## src/rtl/compar_pkg.sv

```systemverilog
// Shared encodings for the compare pipeline: one-hot {gt,eq,lt} result codes.
package compar_pkg;
  localparam logic [2:0] CMP_GT = 3'b100;
  localparam logic [2:0] CMP_EQ = 3'b010;
  localparam logic [2:0] CMP_LT = 3'b001;
endpackage

```

## src/rtl/compar_core.sv

```systemverilog
// Combinational signed/unsigned magnitude compare producing one-hot {gt,eq,lt}.
// Zero latency; no handshake, purely combinational.
module compar_core
  import compar_pkg::*;
#(
  parameter int WIDTH = 8
) (
  input  logic [WIDTH-1:0] i_a,
  input  logic [WIDTH-1:0] i_b,
  input  logic             i_sgn,
  output logic [2:0]       o_cmp
);
  logic [WIDTH-1:0] w_a;
  logic [WIDTH-1:0] w_b;

  // Inverting the sign bit maps two's-complement ordering onto unsigned ordering.
  assign w_a = {i_a[WIDTH-1] ^ i_sgn, i_a[WIDTH-2:0]};
  assign w_b = {i_b[WIDTH-1] ^ i_sgn, i_b[WIDTH-2:0]};

  always_comb begin
    o_cmp = CMP_EQ;
    if (w_a > w_b) begin
      o_cmp = CMP_GT;
    end else if (w_a < w_b) begin
      o_cmp = CMP_LT;
    end
  end
endmodule

```

## src/rtl/compar_pipe.sv

```systemverilog
// Two-stage pipelined comparator with running min/max/count over delivered pairs.
// Latency 2 cycles, 1 pair/cycle; stalls hold both stages and drop in_ready when full.
module compar_pipe
  import compar_pkg::*;
#(
  parameter int WIDTH = 8,
  parameter int CNT_W = 8
) (
  input  logic             clk,
  input  logic             rst_n,
  input  logic             in_valid,
  output logic             in_ready,
  input  logic [WIDTH-1:0] a,
  input  logic [WIDTH-1:0] b,
  input  logic             sgn,
  input  logic             run_clr,
  output logic             out_valid,
  input  logic             out_ready,
  output logic             gt,
  output logic             eq,
  output logic             lt,
  output logic [WIDTH-1:0] max_ab,
  output logic [WIDTH-1:0] min_ab,
  output logic [WIDTH-1:0] run_max,
  output logic [WIDTH-1:0] run_min,
  output logic [CNT_W-1:0] run_cnt
);
  logic             r_s1_v;
  logic [WIDTH-1:0] r_s1_a;
  logic [WIDTH-1:0] r_s1_b;
  logic             r_s1_sgn;
  logic             r_s2_v;
  logic [2:0]       r_s2_cmp;
  logic [WIDTH-1:0] r_s2_max;
  logic [WIDTH-1:0] r_s2_min;
  logic             r_s2_sgn;
  logic [WIDTH-1:0] r_run_max;
  logic [WIDTH-1:0] r_run_min;
  logic [CNT_W-1:0] r_run_cnt;
  logic             r_run_empty;

  logic             w_adv1;
  logic             w_adv2;
  logic             w_out_xfer;
  logic             w_seed;
  logic [2:0]       w_pair_cmp;
  logic [2:0]       w_max_cmp;
  logic [2:0]       w_min_cmp;

  assign w_adv2     = !r_s2_v || out_ready;
  assign w_adv1     = !r_s1_v || w_adv2;
  assign in_ready   = w_adv1;
  assign w_out_xfer = r_s2_v && out_ready;
  assign w_seed     = r_run_empty || run_clr;

  compar_core #(.WIDTH(WIDTH)) u_pair (
    .i_a(r_s1_a), .i_b(r_s1_b), .i_sgn(r_s1_sgn), .o_cmp(w_pair_cmp)
  );
  compar_core #(.WIDTH(WIDTH)) u_max (
    .i_a(r_s2_max), .i_b(r_run_max), .i_sgn(r_s2_sgn), .o_cmp(w_max_cmp)
  );
  compar_core #(.WIDTH(WIDTH)) u_min (
    .i_a(r_s2_min), .i_b(r_run_min), .i_sgn(r_s2_sgn), .o_cmp(w_min_cmp)
  );

  always_ff @(posedge clk or negedge rst_n) begin
    if (!rst_n) begin
      r_s1_v   <= 1'b0;
      r_s1_a   <= '0;
      r_s1_b   <= '0;
      r_s1_sgn <= 1'b0;
      r_s2_v   <= 1'b0;
      r_s2_cmp <= 3'b000;
      r_s2_max <= '0;
      r_s2_min <= '0;
      r_s2_sgn <= 1'b0;
    end else begin
      if (w_adv1) begin
        r_s1_v <= in_valid;
        if (in_valid) begin
          r_s1_a   <= a;
          r_s1_b   <= b;
          r_s1_sgn <= sgn;
        end
      end
      if (w_adv2) begin
        r_s2_v <= r_s1_v;
        if (r_s1_v) begin
          r_s2_cmp <= w_pair_cmp;
          r_s2_max <= (w_pair_cmp == CMP_LT) ? r_s1_b : r_s1_a;
          r_s2_min <= (w_pair_cmp == CMP_LT) ? r_s1_a : r_s1_b;
          r_s2_sgn <= r_s1_sgn;
        end
      end
    end
  end

  // A clear that coincides with a delivery lets that pair seed the fresh statistics.
  always_ff @(posedge clk or negedge rst_n) begin
    if (!rst_n) begin
      r_run_max   <= '0;
      r_run_min   <= '0;
      r_run_cnt   <= '0;
      r_run_empty <= 1'b1;
    end else if (w_out_xfer) begin
      r_run_empty <= 1'b0;
      if (run_clr) begin
        r_run_cnt <= CNT_W'(1);
      end else if (r_run_cnt != '1) begin
        r_run_cnt <= r_run_cnt + CNT_W'(1);
      end
      if (w_seed || w_max_cmp == CMP_GT) begin
        r_run_max <= r_s2_max;
      end
      if (w_seed || w_min_cmp == CMP_LT) begin
        r_run_min <= r_s2_min;
      end
    end else if (run_clr) begin
      r_run_max   <= '0;
      r_run_min   <= '0;
      r_run_cnt   <= '0;
      r_run_empty <= 1'b1;
    end
  end

  assign out_valid = r_s2_v;
  assign gt        = r_s2_v && r_s2_cmp[2];
  assign eq        = r_s2_v && r_s2_cmp[1];
  assign lt        = r_s2_v && r_s2_cmp[0];
  assign max_ab    = r_s2_max;
  assign min_ab    = r_s2_min;
  assign run_max   = r_run_max;
  assign run_min   = r_run_min;
  assign run_cnt   = r_run_cnt;
endmodule

```

## config.mk

```make
export PLATFORM = sky130hd
export DESIGN_NAME = compar_pipe
export DESIGN_NICKNAME = d
export VERILOG_FILES = /design/src/rtl/compar_pkg.sv /design/src/rtl/compar_core.sv /design/src/rtl/compar_pipe.sv
export SDC_FILE = /design/constraint.sdc
export NUM_CORES = 1
export LEC_CHECK = 0
export BUFFER_PORTS_ARGS = -buffer_cell sky130_fd_sc_hd__buf_2
export CAP_MARGIN = 20
export CORE_AREA = 2 2 96 98
export DETAILED_ROUTE_END_ITERATION = 8
export DIE_AREA = 0 0 98 100
export PLACE_DENSITY = 0.57
export REMOVE_ABC_BUFFERS = 1
export SYNTH_ARGS = -nofsm -noshare
export SYNTH_HDL_FRONTEND = slang
export SYNTH_HIERARCHICAL = 1
export SYNTH_SLANG_ARGS = --single-unit
```

## constraint.sdc

```tcl
create_clock -name clk -period 4.1 [get_ports clk]
set_clock_uncertainty 0.2 [all_clocks]
set_input_delay 1.23 -clock clk [delete_from_list [all_inputs] [get_ports clk]]
set_output_delay 1.23 -clock clk [all_outputs]
set_load 0.02 [all_outputs]
```

==> out/summary.md, run 1 <==
The initial utilization of the core area, before any placement, comes to 38.8%. The final standard cell utilization of the core was 45.9%; the horizontal extent of the die was 98 µm. The critical path runs through a total of 3 cells. The worst relative slew slack was 58.4%. STA classifies the critical path endpoint as an output pin.

The post-synth design cell area is 3450 µm². The post-route netlist has 29.5% of its cells at a drive strength greater than 1. The logs give 1390 ps for the flop-to-flop setup slack and 281 µV for the maximum VDD drop.

For this design, the CTS-stage hold fixing added 0 buffers. CTS placed an instance of sky130_fd_sc_hd__clkbuf_8 at the clock tree root. For the deepest level of the CTS H-tree, the log shows 3. Counting distinct cell types in the post-synthesis netlist gives 44.

Element type at the critical path start: an input port. The logs give 8890 µm² for the core region area and 2 for the worst-case clock buffer depth. In the routed layout, each cell is associated on average with a via count of 5.01.

The portion of the clock cycle consumed by the worst path in the final layout was 77.9%; the vertical extent of the die was 100 µm. The number of global-route vias before repair was 2372. The slew at the pin closest to its max-slew limit was 622 ps.

The number of buffers and inverters on the critical path is 2, and the initial antenna violation count is 0. TritonCTS built the clock tree. Setup repair after global routing left no endpoint under its margin. For this run the aggregate overflow at the end of global routing stands at 0.

The detailed router finished its first iteration with 82 violations. In this run the critical register-to-register path is launched from r_s1_sgn. The cell family contributing the most delay on the critical path is buffers and inverters. The largest individual stage delay along the critical path comes from the cell sky130_fd_sc_hd__nand3b_1. The first global-routing pass estimated 12000 µm of wire. After detailed routing, the number of remaining DRC violations is 0.

Counting flops with an async set or reset pin after synthesis yields a share of 100%. Walking the worst path, the cells encountered are buf_2 -> nand3b_1 -> buf_2. The most critical setup path has its startpoint at out_ready. The logs give 0 for the count of final setup violators and 6 for the number of warnings reported in the yosys synthesis log.

Entering global routing, the biggest net connects 37 pins. For the total count of max-transition violations in the final report, the log shows 0. The logs give 64 for the number of clock sinks and 0 for the total inserted antenna cells. In the global route stage, overall resource usage came out at 15.5%. Following the worst setup path forward leads to its endpoint at in_ready. Dominant synthesized flop cell: sky130_fd_sc_hd__dfrtp_1.

Buffers inserted during clock tree synthesis total 9. Once detail routing completed, the nets flagged for antenna violations numbered 0. The final worst hold slack is 303 ps, and the upper clock frequency limit is 313 MHz. The final layout contains routed wiring with a total length of 7280 µm. The initialized floorplan defines 35 standard-cell rows. The minimum clock period after layout was 3200 ps; the required time of the critical path was 2670 ps. At the later pin of the worst-skew pair, clock insertion delay measures 330 ps. Across the run, the number of max-cap violations was 0. The capture point of the worst reg-to-reg path was min_ab[7].

The area growth from synthesis to layout is 18.5%. After detailed placement, the design holds a cell count of 488. The tools report the overall via count from detail_route as 2525.

The congestion estimate from routability-driven global placement came to 0.804. The run finished with clean final reports. In this run the worst path has a maximum fanout of 6.

The tightest min-delay check is of the reg2reg type. In this run, synthesis produced a sequential element count of 64. For the proportion of synthesized chip area in sequential cells, the log shows 46.5%. The final number of hold-violating endpoints was 0. In this run the count of I/O pins placed on the die edge is 67. The number of cells traversed by the worst register-to-register path was 10; the filler cell count in the final layout was 895.

Synthesis produced a netlist whose cell count is 317. Counting stages on the worst path, the most repeated cell is sky130_fd_sc_hd__buf_2. The number of synthesized flops with an enable pin was 0.

The final layout contains 435 nets. The mean cell area of the mapped netlist was 10.9 µm²; the overall die area was 9800 µm². After routing, the total negative slack on setup checks comes to 0 ps.

The start-to-end type of the worst setup path was in2out. Excluding fillers, the count of instances in the completed layout stands at 504. For the buffers inserted during post-CTS setup optimization, the log shows 0. For this run, the detailed router's first-pass iteration total came to 4.

The delay of the slowest cell on the worst path was 200 ps. Post-CTS repair changed the size of 0 cells. The total power per unit cell area came out at 679 nW/µm².

In the final routed layout, each cell accounts on average for 14.5 µm. In this run the tool buffered the top-level ports with 66 buffer cells. Detailed placement ended at an HPWL of 5400 µm. STA puts the critical path data arrival time at 1770 ps. Leakage power of the design: 1.99 nW. The clock slew seen by the registers of the worst setup and hold paths works out to 70 ps.
==> registers in the layout, indices dropped and copies added, names as in the netlist <==
signal,flops
run_cnt,8
r_s1_v,1
r_s2_cmp,3
run_max,8
r_s1_sgn,1
min_ab,8
r_run_empty,1
run_min,8
max_ab,8
out_valid,1
r_s1_a,8
r_s1_b,8
r_s2_sgn,1
==> layout by cell type (no fill, tap or decap), types with 2 or more instances in the layout <==
master | netlist | routed
sky130_fd_sc_hd__a22o_1 | 16 | 16
sky130_fd_sc_hd__nand3_1 | 2 | 2
sky130_fd_sc_hd__dfrtp_1 | 63 | 63
sky130_fd_sc_hd__clkbuf_1 | 1 | 2
sky130_fd_sc_hd__nand2b_1 | 3 | 3
sky130_fd_sc_hd__and2_1 | 4 | 4
sky130_fd_sc_hd__buf_4 | 3 | 3
sky130_fd_sc_hd__xor2_1 | 3 | 3
sky130_fd_sc_hd__nor2_2 | 2 | 2
sky130_fd_sc_hd__o21a_1 | 5 | 5
sky130_fd_sc_hd__a31o_1 | 3 | 3
sky130_fd_sc_hd__nand2_2 | 2 | 2
sky130_fd_sc_hd__nand4_2 | 2 | 2
sky130_fd_sc_hd__xnor2_1 | 5 | 5
sky130_fd_sc_hd__mux2_2 | 21 | 21
sky130_fd_sc_hd__nor2b_1 | 4 | 4
sky130_fd_sc_hd__clkbuf_8 | 0 | 11
sky130_fd_sc_hd__nand2_1 | 26 | 26
sky130_fd_sc_hd__a41oi_1 | 2 | 2
sky130_fd_sc_hd__nand4_1 | 5 | 5
sky130_fd_sc_hd__nor2_1 | 11 | 11
sky130_fd_sc_hd__o21ai_0 | 17 | 17
sky130_fd_sc_hd__a21oi_1 | 18 | 18
sky130_fd_sc_hd__a211oi_1 | 4 | 4
sky130_fd_sc_hd__mux2i_1 | 17 | 17
sky130_fd_sc_hd__a21o_1 | 2 | 2
sky130_fd_sc_hd__ha_1 | 25 | 25
sky130_fd_sc_hd__a21oi_2 | 2 | 2
sky130_fd_sc_hd__buf_2 | 3 | 66
sky130_fd_sc_hd__inv_1 | 27 | 27
sky130_fd_sc_hd__o21ai_1 | 5 | 5
sky130_fd_sc_hd__clkinv_2 | 0 | 2
==> synth_stat cells, types with 2 or more instances <==
master,number,area share [%]
sky130_fd_sc_hd__a31o_1,3,0.76
sky130_fd_sc_hd__a41oi_1,2,0.51
sky130_fd_sc_hd__buf_2,3,0.44
sky130_fd_sc_hd__and2_1,4,0.73
sky130_fd_sc_hd__a211oi_1,4,0.87
sky130_fd_sc_hd__inv_1,27,2.9
sky130_fd_sc_hd__a22o_1,16,4.1
sky130_fd_sc_hd__nor2_1,11,1.2
sky130_fd_sc_hd__nand4_1,5,0.91
sky130_fd_sc_hd__o21ai_0,17,2.5
sky130_fd_sc_hd__nor2_2,2,0.36
sky130_fd_sc_hd__ha_1,25,9.1
sky130_fd_sc_hd__o21ai_1,5,0.73
sky130_fd_sc_hd__a21o_1,2,0.44
sky130_fd_sc_hd__a21oi_2,2,0.51
sky130_fd_sc_hd__nand2_1,26,2.8
sky130_fd_sc_hd__dfrtp_1,63,46
sky130_fd_sc_hd__nand4_2,2,0.73
sky130_fd_sc_hd__xnor2_1,5,1.3
sky130_fd_sc_hd__mux2_2,21,6.9
sky130_fd_sc_hd__a21oi_1,18,2.6
sky130_fd_sc_hd__nand2_2,2,0.36
sky130_fd_sc_hd__nand3_1,2,0.29
sky130_fd_sc_hd__mux2i_1,17,4.9
sky130_fd_sc_hd__nor2b_1,4,0.73
sky130_fd_sc_hd__nand2b_1,3,0.54
sky130_fd_sc_hd__buf_4,3,0.65
sky130_fd_sc_hd__o21a_1,5,1.1
sky130_fd_sc_hd__xor2_1,3,0.76
==> power by group <==
group          internal [mW]  leakage, nW  switching (mW)
clock network          0.313        0.103           0.244
registers              0.797        0.796           0.181
logic                  0.534         1.09           0.703
total                   1.64         1.99            1.13
==> layout make-up <==
cell class	instances	area [µm²]	area share, %
clock buffer	13	159	3.89
clock inverter	3	40.0	0.980
inverter	27	101	2.48
multi-input combinational	217	1690	41.4
sequential	64	1600	39.2
tap	111	139	3.40
timing repair buffer	69	353	8.64
==> per-stage QoR <==
step                      setup WS [ps]  cell area, µm²  power, mW
after global routing                863            4080       2.99
final                               905            4080       2.77
after CTS                           903            4080       2.80
after global placement              926            3880       2.20
after detailed placement            906            3880       2.24
after floorplan                     249            3390       1.87
==> cell families (layout without fill, tap and decap cells) <==
logic type      after synthesis  count (layout)  synth area share [%]
mux                          39              39                  12.2
simple gates                 68              68                  10.2
fa+ha+maj                    25              25                  9.08
xor+xnor                      8               8                  2.03
flops                        64              64                  46.5
compound gates               77              77                  15.3
buf+inv                      36             112                  4.61
==> layer usage <==
metal  vias up  global-route usage (%)  routed length, µm
met1      1204                    22.0               3550
li1       1268                       -                  -
met3        11                    2.79                252
met4         0                    6.73                142
met2        42                    23.4               3340
met5         -                       0                  0
==> worst min path at each step <==
| stage | slack [ps] | endpoint | cells after the start | startpoint |
|---|---|---|---|---|
| after detailed placement | 290 | r_run_empty | 2 | r_run_empty |
| after global placement | 280 | r_run_empty | 2 | r_run_empty |
| after global routing | 310 | r_run_empty | 2 | r_run_empty |
| final | 300 | r_s2_cmp[1] | 1 | r_s2_cmp[1] |
| after CTS | 310 | r_s2_cmp[1] | 1 | r_s2_cmp[1] |
| after floorplan | 270 | r_s2_cmp[0] | 1 | r_s2_cmp[0] |
(Power assumes the default switching activity.)
==> run 2: changes to the inputs <==
--- a/config.mk
+++ b/config.mk
@@ -10,7 +10,7 @@
 export CORE_AREA = 2 2 96 98
 export DETAILED_ROUTE_END_ITERATION = 8
 export DIE_AREA = 0 0 98 100
-export PLACE_DENSITY = 0.57
+export PLACE_DENSITY = 0.6
 export REMOVE_ABC_BUFFERS = 1
 export SYNTH_ARGS = -nofsm -noshare
 export SYNTH_HDL_FRONTEND = slang
==> constraint.sdc (replaced) <==
create_clock -name clk -period 2.57 [get_ports clk]
set_clock_uncertainty 0.2 [all_clocks]
set_input_delay 0.771 -clock clk [delete_from_list [all_inputs] [get_ports clk]]
set_output_delay 0.771 -clock clk [all_outputs]
set_load 0.02 [all_outputs]
==> run 2 against run 1 <==
  * The run now ends with setup timing left
  * Cell count up 3.4%
  * Non-clock buffer count up 17
  * Total power up 73%
  * Worst hold slack worse by 120 ps
  * Critical path depth up 7
  * Clock power up 59%
  * Flip-flop and latch count unchanged
  * Sequential share of layout area down 2.0 points
  * Register-to-register slack worse by 1400 ps
  * Sequential power up 57%
==> out/summary.md, run 2 (synthesis gave the netlist of run 1 again) <==
The flow ran to the end, but the final reports show violations. The checks that failed: setup timing. The logs give 3860 µm for the met2 wire length and 2590 ps for the required time of the critical path. The logs give -2.71 ps for the final worst setup slack and 0 for the total overflow reported by the global router.

Leakage power of the design: 2.09 nW. Upper clock frequency limit: 389 MHz. After clock tree synthesis, the clock-pin slew on the worst setup and hold paths is 70 ps. The tools report the number of CTS-inserted buffers as 9. The share of total power dissipated in the clock network is 18.4%. For the count of final setup violators, the log shows 1. In the routed design, unresolved DRC markers number 0.

The most frequent standard cell in the layout excluding fill and tap cells is sky130_fd_sc_hd__buf_2. In the finished design, the share of the clock period the worst path needs comes to 100%. The finished layout holds 521 standard cells, fillers aside. The wire length of the first global-routing pass was 12800 µm; the overall via count from detail_route was 2693.

The total inserted antenna cells was 0; the minimum clock period after layout was 2570 ps. The combinational fraction of design power was 49.5%. In the final routed layout, each cell accounts on average for 15.1 µm.

Ratio of routed vias to standard cells: 5.17. The tools report the sum of negative setup slack as -2.71 ps. Including well taps, the total number of placed cells is 502. The logs give 0 for the number of maximum-capacitance constraint violations and 0 for the final number of hold-violating endpoints. In this run the remaining antenna-violating nets after routing total 0. From synthesis to final layout, the design area changed by 25.0%. The logs give 426 µV for the maximum VDD drop and 452 for the final net count. STA classifies the critical path startpoint as a flip-flop. The tools report the I/O pin count as 67. TritonCTS built the clock tree.

The slew at the pin closest to its max-slew limit was 496 ps. After floorplanning, the core was sized to cover 8890 µm². For this block, the initial DRC count from the detailed router was 65. In this run the tightest slew margin relative to its limit is 66.9%.

Setup repair after global routing could not meet its margin everywhere. In this run the power spent charging and discharging nets is 1.98 mW. The initial antenna violation count was 0. Leaving out fill and tap cells, the most frequent cells in the layout are sky130_fd_sc_hd__buf_2, sky130_fd_sc_hd__dfrtp_1, sky130_fd_sc_hd__inv_1. The total power per unit cell area was 1110 nW/µm². Fraction of layout instances using a drive strength above 1: 35.9%. The final worst hold slack is 186 ps, and the number of global-route vias before repair is 2668. Data arrives at the worst endpoint at 2590 ps. After detailed routing, the wire length on met1 is 3640 µm. The first TritonRoute pass finished after 4 iterations. The switching share of total power was 41.3%; the deepest level of the CTS H-tree was 3.

Internal power comes to 2.81 mW. The die covers 9800 µm². The tightest min-delay check is of the in2async type.

The horizontal extent of the die was 98 µm; the clock insertion delay at the later pin of the skew report was 340 ps. Of the total power, registers draw 32.1%. In the global route stage, overall resource usage came out at 16.6%. The highest metal layer with signal wires was met4. The critical path in this run is classified as reg2reg. Clock tree synthesis found a total of 64 sinks.

Detailed placement finished with a half-perimeter wire length of 5980 µm. The final standard cell utilization of the core is 48.4%. The total count of max-transition violations in the final report is 0, and the final weighted congestion in routability-driven placement is 0.795. After detailed routing, the total wire length is 7890 µm. The site row count was 35. The clock root buffer was sky130_fd_sc_hd__clkbuf_8. The vertical extent of the die was 100 µm. The initial utilization of the core area, before any placement, comes to 38.8%. The logs give 246 µm for the total length of routed met3 wires and 45 for the maximum number of pins on one net before global-route repair. The filler cell count in the final layout came out at 871. Worst-case clock buffer depth: 2.

In this run the worst path has a maximum fanout of 5. The tools report the category of the worst setup path capture point as a flip-flop. The number of input and output port buffers inserted is 66.
[run 2: area by class of cell]
| class | instances | area [µm²] | share of cell area, % |
|---|---|---|---|
| Timing Repair Buffer | 86 | 500 | 11.6 |
| Inverter | 27 | 101 | 2.35 |
| Tap cell | 111 | 139 | 3.22 |
| Clock inverter | 5 | 56.3 | 1.31 |
| Sequential cell | 64 | 1600 | 37.2 |
| Clock buffer | 11 | 141 | 3.28 |
| Multi-Input combinational cell | 217 | 1760 | 41.0 |
[run 2: layer usage]
metal,vias to the layer above,global-route usage (%)
met3,11,3.34
met2,46,27.2
met5,-,0
met1,1331,21.6
li1,1305,-
met4,0,6.73
[run 2: worst paths after layout]
path / cells past startpoint / from / endpoint / slack (ps)
max: 10 / r_s1_sgn / min_ab[1] / -3
min: 1 / rst_n / r_s1_b[6] / 190
max reg2reg: 10 / r_s1_sgn / min_ab[1] / -3
min reg2reg: 2 / r_run_empty / r_run_empty / 300
max in group asynchronous: 2 / rst_n / r_run_empty / 1320
min in group clk: 2 / r_run_empty / r_run_empty / 300
[run 2: power by group through the flow]
stage	sequential, mW	combinational [mW]	clock [mW]
6_report	1.54	2.37	0.884
5_1_grt	1.58	2.62	0.951
4_1_cts	1.53	2.24	0.911
3_5_place_dp	1.55	2.18	0
3_3_place_gp	1.55	2.13	0
2_1_floorplan	1.75	1.22	0
[run 2: repair_timing]
action,CTS,global route
endpoints found under the setup margin,20,32
resized for setup,7,17
cloned,0,1
pin swaps,3,26
endpoints found under the hold margin,0,0
setup buffers,2,0
hold buffers,0,0
[run 2: metrics by stage]
step                setup slack, ps  instance area, µm²  power, mW
detailed placement            -61.4                4000       3.73
global route                   -158                4310       5.15
finish                        -2.71                4310       4.79
CTS                           -16.1                4240       4.68
global placement              -60.7                4000       3.68
floorplan                     -1280                3390       2.98
[run 2: critical path: stages (launching register included)]
cell and delay [ps]:
sky130_fd_sc_hd__dfrtp_1 420, sky130_fd_sc_hd__xor2_1 180, sky130_fd_sc_hd__ha_1 320, sky130_fd_sc_hd__a21oi_2 150, sky130_fd_sc_hd__o21ai_2 80, sky130_fd_sc_hd__nor2b_1 130
sky130_fd_sc_hd__a31o_1 220, sky130_fd_sc_hd__nor3b_4 260, sky130_fd_sc_hd__buf_6 180, sky130_fd_sc_hd__mux2i_2 230, sky130_fd_sc_hd__o21ai_1 80
==> run 3: changes to the inputs <==
--- a/config.mk
+++ b/config.mk
@@ -5,12 +5,13 @@
 export SDC_FILE = /design/constraint.sdc
 export NUM_CORES = 1
 export LEC_CHECK = 0
+export ABC_AREA = 1
 export BUFFER_PORTS_ARGS = -buffer_cell sky130_fd_sc_hd__buf_2
 export CAP_MARGIN = 20
-export CORE_AREA = 2 2 96 98
+export CORE_AREA = 2 2 98 100
 export DETAILED_ROUTE_END_ITERATION = 8
-export DIE_AREA = 0 0 98 100
-export PLACE_DENSITY = 0.6
+export DIE_AREA = 0 0 100 102
+export PLACE_DENSITY = 0.59
 export REMOVE_ABC_BUFFERS = 1
 export SYNTH_ARGS = -nofsm -noshare
 export SYNTH_HDL_FRONTEND = slang
==> run 3 against run 2 <==
  * The run now ends clean
  * Setup slack better by 130 ps
  * Largest power group unchanged
  * Count of clock-buffer cells in the layout stayed put
  * Synthesized cell count is 37% higher
  * Sequential share of layout area is 0.20 points lower
  * Global-route usage is 1.3 points higher
  * Fmax is 5.3% higher
  * Total power is 8.6% higher
  * Register-to-register slack better by 130 ps
==> out/summary.md, run 3 <==
The tools report the category of the worst setup path capture point as a flip-flop. After detailed placement, the design holds a cell count of 608. For this run, global-route usage on met1 was measured as 22.3%.

The clock slew seen by the registers of the worst setup and hold paths was 80 ps. The top-area cell type share of the netlist area was 43.8%. Start-to-end type of the worst setup path: reg2reg. Of the cells placed in the final design, the portion with a size suffix greater than 1 is 24.7%. From bottom edge to top edge, the die measures 102 µm.

The core region is 9110 µm². The number of input and output port buffers inserted was 66. Counting I/O delays and the setup requirement, the final critical path takes 2440 ps. Final number of hold-violating endpoints: 0. Among all flip-flop cells after synthesis, the most frequent one is sky130_fd_sc_hd__dfrtp_1. The total power per unit cell area was 1200 nW/µm²; the remaining antenna violation count after routing was 0. Cell at the slowest stage of the critical path: sky130_fd_sc_hd__dfrtp_1. In this run the worst path has a maximum fanout of 4. The clock power share is 21.5%. In this run the mean area of a mapped cell was 8.28 µm². The worst relative slew slack was 70.9%; the number of global-route vias before repair was 3011. The tools report the upper clock frequency limit as 409 MHz. Entering global routing, the biggest net connects 36 pins. The run gives 0 as the number of maximum-capacitance constraint violations.

Most crowded layer after global routing: met2. The post-detailed-route wirelength per cell was 13.8 µm. For this run, the detailed router's first-pass iteration total came to 4. The synthesized design contains 64 register bits. The design draws 5.20 mW. Compared with the post-synthesis result, the final layout area differs by 20.2%. The number of warnings reported in the yosys synthesis log is 6. The finished layout holds 625 standard cells, fillers aside. The total inserted antenna cells is 0. Yosys instantiated no cell more often than sky130_fd_sc_hd__inv_1. Walking the worst path, the cells encountered are xor2_1 -> ha_1 -> a21o_1 -> nor2_2 -> and2_1 -> nand3_2 -> buf_4 -> o21ai_1 -> buf_4 -> o21ai_1. The tools report the worst-case clock buffer depth as 2. The synthesized design contains 0 enable-type register cells. The layout has 879 filler cells.

Per report_power, the sequential group accounts for 31.4% of the total. For met3 alone, demand over resource in global routing was 4.58%. The deepest level of the CTS H-tree was 3. Horizontal extent of the die: 100 µm.

Across every metal layer, demand over resource in global routing totals 17.9%. Internal power summed over all cells: 2.93 mW. The arrival time at the worst endpoint was 2480 ps; the I/O pin count was 67.

The initialized floorplan defines 35 standard-cell rows. The run gives 369 µV as the maximum VDD drop. In the layout the commonest cells are sky130_fd_sc_hd__inv_1, sky130_fd_sc_hd__nand2_1, sky130_fd_sc_hd__buf_2. At the later pin of the worst-skew pair, clock insertion delay measures 360 ps. The count of final setup violators came out at 0. In the routed design, unresolved DRC markers number 0.

The tools report the initial antenna violation count as 0. Leaving out fill and tap cells, the most frequent cell in the layout is sky130_fd_sc_hd__inv_1. For this run, the register share of the synthesized area comes to 44.5%. The overall via count from detail_route is 3048, and the overall die area is 10200 µm². The delay of the slowest cell on the worst path was 410 ps. The clock root buffer was sky130_fd_sc_hd__clkbuf_8.

Count of cell types in the netlist: 33. The tools report the count of mapped cells out of synthesis as 435. TritonCTS built the clock tree. In the global route stage, met2 resource usage came out at 30.8%. The routed design has 8640 µm of wire. For the total overflow reported by the global router, the log shows 0. The run gives 6410 µm as the half-perimeter wire length after detailed placement. The post-synth design cell area was 3600 µm². In this run the static leakage power is 2.33 nW. By area the synthesized netlist is led by sky130_fd_sc_hd__dfrtp_1, sky130_fd_sc_hd__inv_1, sky130_fd_sc_hd__ha_1. In the synthesized netlist, the cells that appear most often are sky130_fd_sc_hd__inv_1, sky130_fd_sc_hd__nand2_1, sky130_fd_sc_hd__dfrtp_1, sky130_fd_sc_hd__o21ai_0, sky130_fd_sc_hd__a21oi_1. The run gives 47.2% as the combinational fraction of design power. STA classifies the critical path startpoint as a flip-flop. The total count of max-transition violations in the final report came out at 0. The slew at the pin closest to its max-slew limit is 436 ps, and the switching power is 2.27 mW. Net switching is 43.7% of the power. The number of clock sinks is 64, and the ratio of routed vias to standard cells is 4.88. The congestion estimate from routability-driven global placement came to 0.830.

The tools report the wire length of the first global-routing pass as 14200 µm. The violation count after the first detailed-routing iteration is 112. The starting density of the core is 39.5%. The biggest area contributor in the post-synthesis netlist is sky130_fd_sc_hd__dfrtp_1.

Final net count: 556. The run finished with clean final reports. Of all flip-flops after synthesis, the portion carrying an async set or reset was 100%. The portion of the clock cycle consumed by the worst path in the final layout was 95.0%. The tools report the required time of the critical path as 2610 ps. The tightest min-delay check is of the in2async type. The number of CTS-inserted buffers was 9.
-- run 3: per-layer routing --
layer	routed length, µm	vias up	share of wire, %
li1	-	1525	-
met3	322	12	3.7
met4	120	0	1.4
met1	4010	1462	46
met5	0	-	0
met2	4180	49	48
-- run 3: cells by family (layout without fill, tap and decap cells) --
family                   after synthesis  count (layout)  share of synthesized area (%)
flip-flops                            64              64                           44.5
AND/OR/NAND/NOR                      137             137                           17.4
XOR/XNOR                               6               6                           1.46
buffers and inverters                 96             175                           11.5
AO/OA/AOI/OAI                        107             107                           16.4
adder cells (fa/ha/maj)               25              25                           8.68
-- run 3: through the flow --
step                hold WS [ps]  setup TNS [ps]  cell area, µm²  worst slack, ps  utilization (%)
floorplan                    249               0            3510             23.1                -
global placement             271               0            4050             79.9             44.4
detailed placement           273           -7.86            4050            -7.86             44.4
CTS                          151               0            4300             6.37             47.2
global route                 160           -41.4            4330            -31.0             47.5
finish                       146               0            4330              127             47.5
-- run 3: layout make-up --
cell class / instances / area (µm²) / area share [%]
clock inverter: 5 / 103 / 2.37
clock buffer: 11 / 151 / 3.50
sequential: 64 / 1600 / 37.0
tap: 111 / 139 / 3.21
inverter: 87 / 327 / 7.54
timing repair buffer: 72 / 400 / 9.25
multi-input combinational: 275 / 1610 / 37.1
-- run 3: final timing paths --
path | depth (start not counted) | to | start | slack (ps)
max in group asynchronous | 2 | r_s2_sgn | rst_n | 1390
setup reg to reg | 10 | max_ab[6] | r_s1_sgn | 130
min in group clk | 2 | r_s2_cmp[0] | r_s2_cmp[0] | 290
setup / recovery | 10 | max_ab[6] | r_s1_sgn | 130
hold / removal | 1 | run_max[5] | rst_n | 150
hold reg to reg | 2 | r_s2_cmp[0] | r_s2_cmp[0] | 290
-- run 3: power by group through the flow --
| stage | sequential [mW] | clock (mW) | combinational [mW] |
|---|---|---|---|
| finish | 1.63 | 1.12 | 2.45 |
| global route | 1.68 | 1.17 | 2.78 |
| CTS | 1.63 | 1.13 | 2.41 |
| detailed placement | 1.65 | 0 | 2.39 |
| global placement | 1.65 | 0 | 2.34 |
| floorplan | 1.89 | 0 | 1.32 |
-- run 3: critical path, delay by kind of cell (launching register included) --
kind	cells	cell delay, ps
AND/OR/NAND/NOR	3	460
XOR/XNOR	1	170
flip-flops	1	410
AO/OA/AOI/OAI	3	460
buffers and inverters	2	320
adder cells (fa/ha/maj)	1	300
-- run 3: repair_timing --
action,in CTS,in global routing
pin swaps,0,5
setup endpoints to repair,1,13
resized for setup,1,6
hold buffers,0,0
buffers inserted,0,1
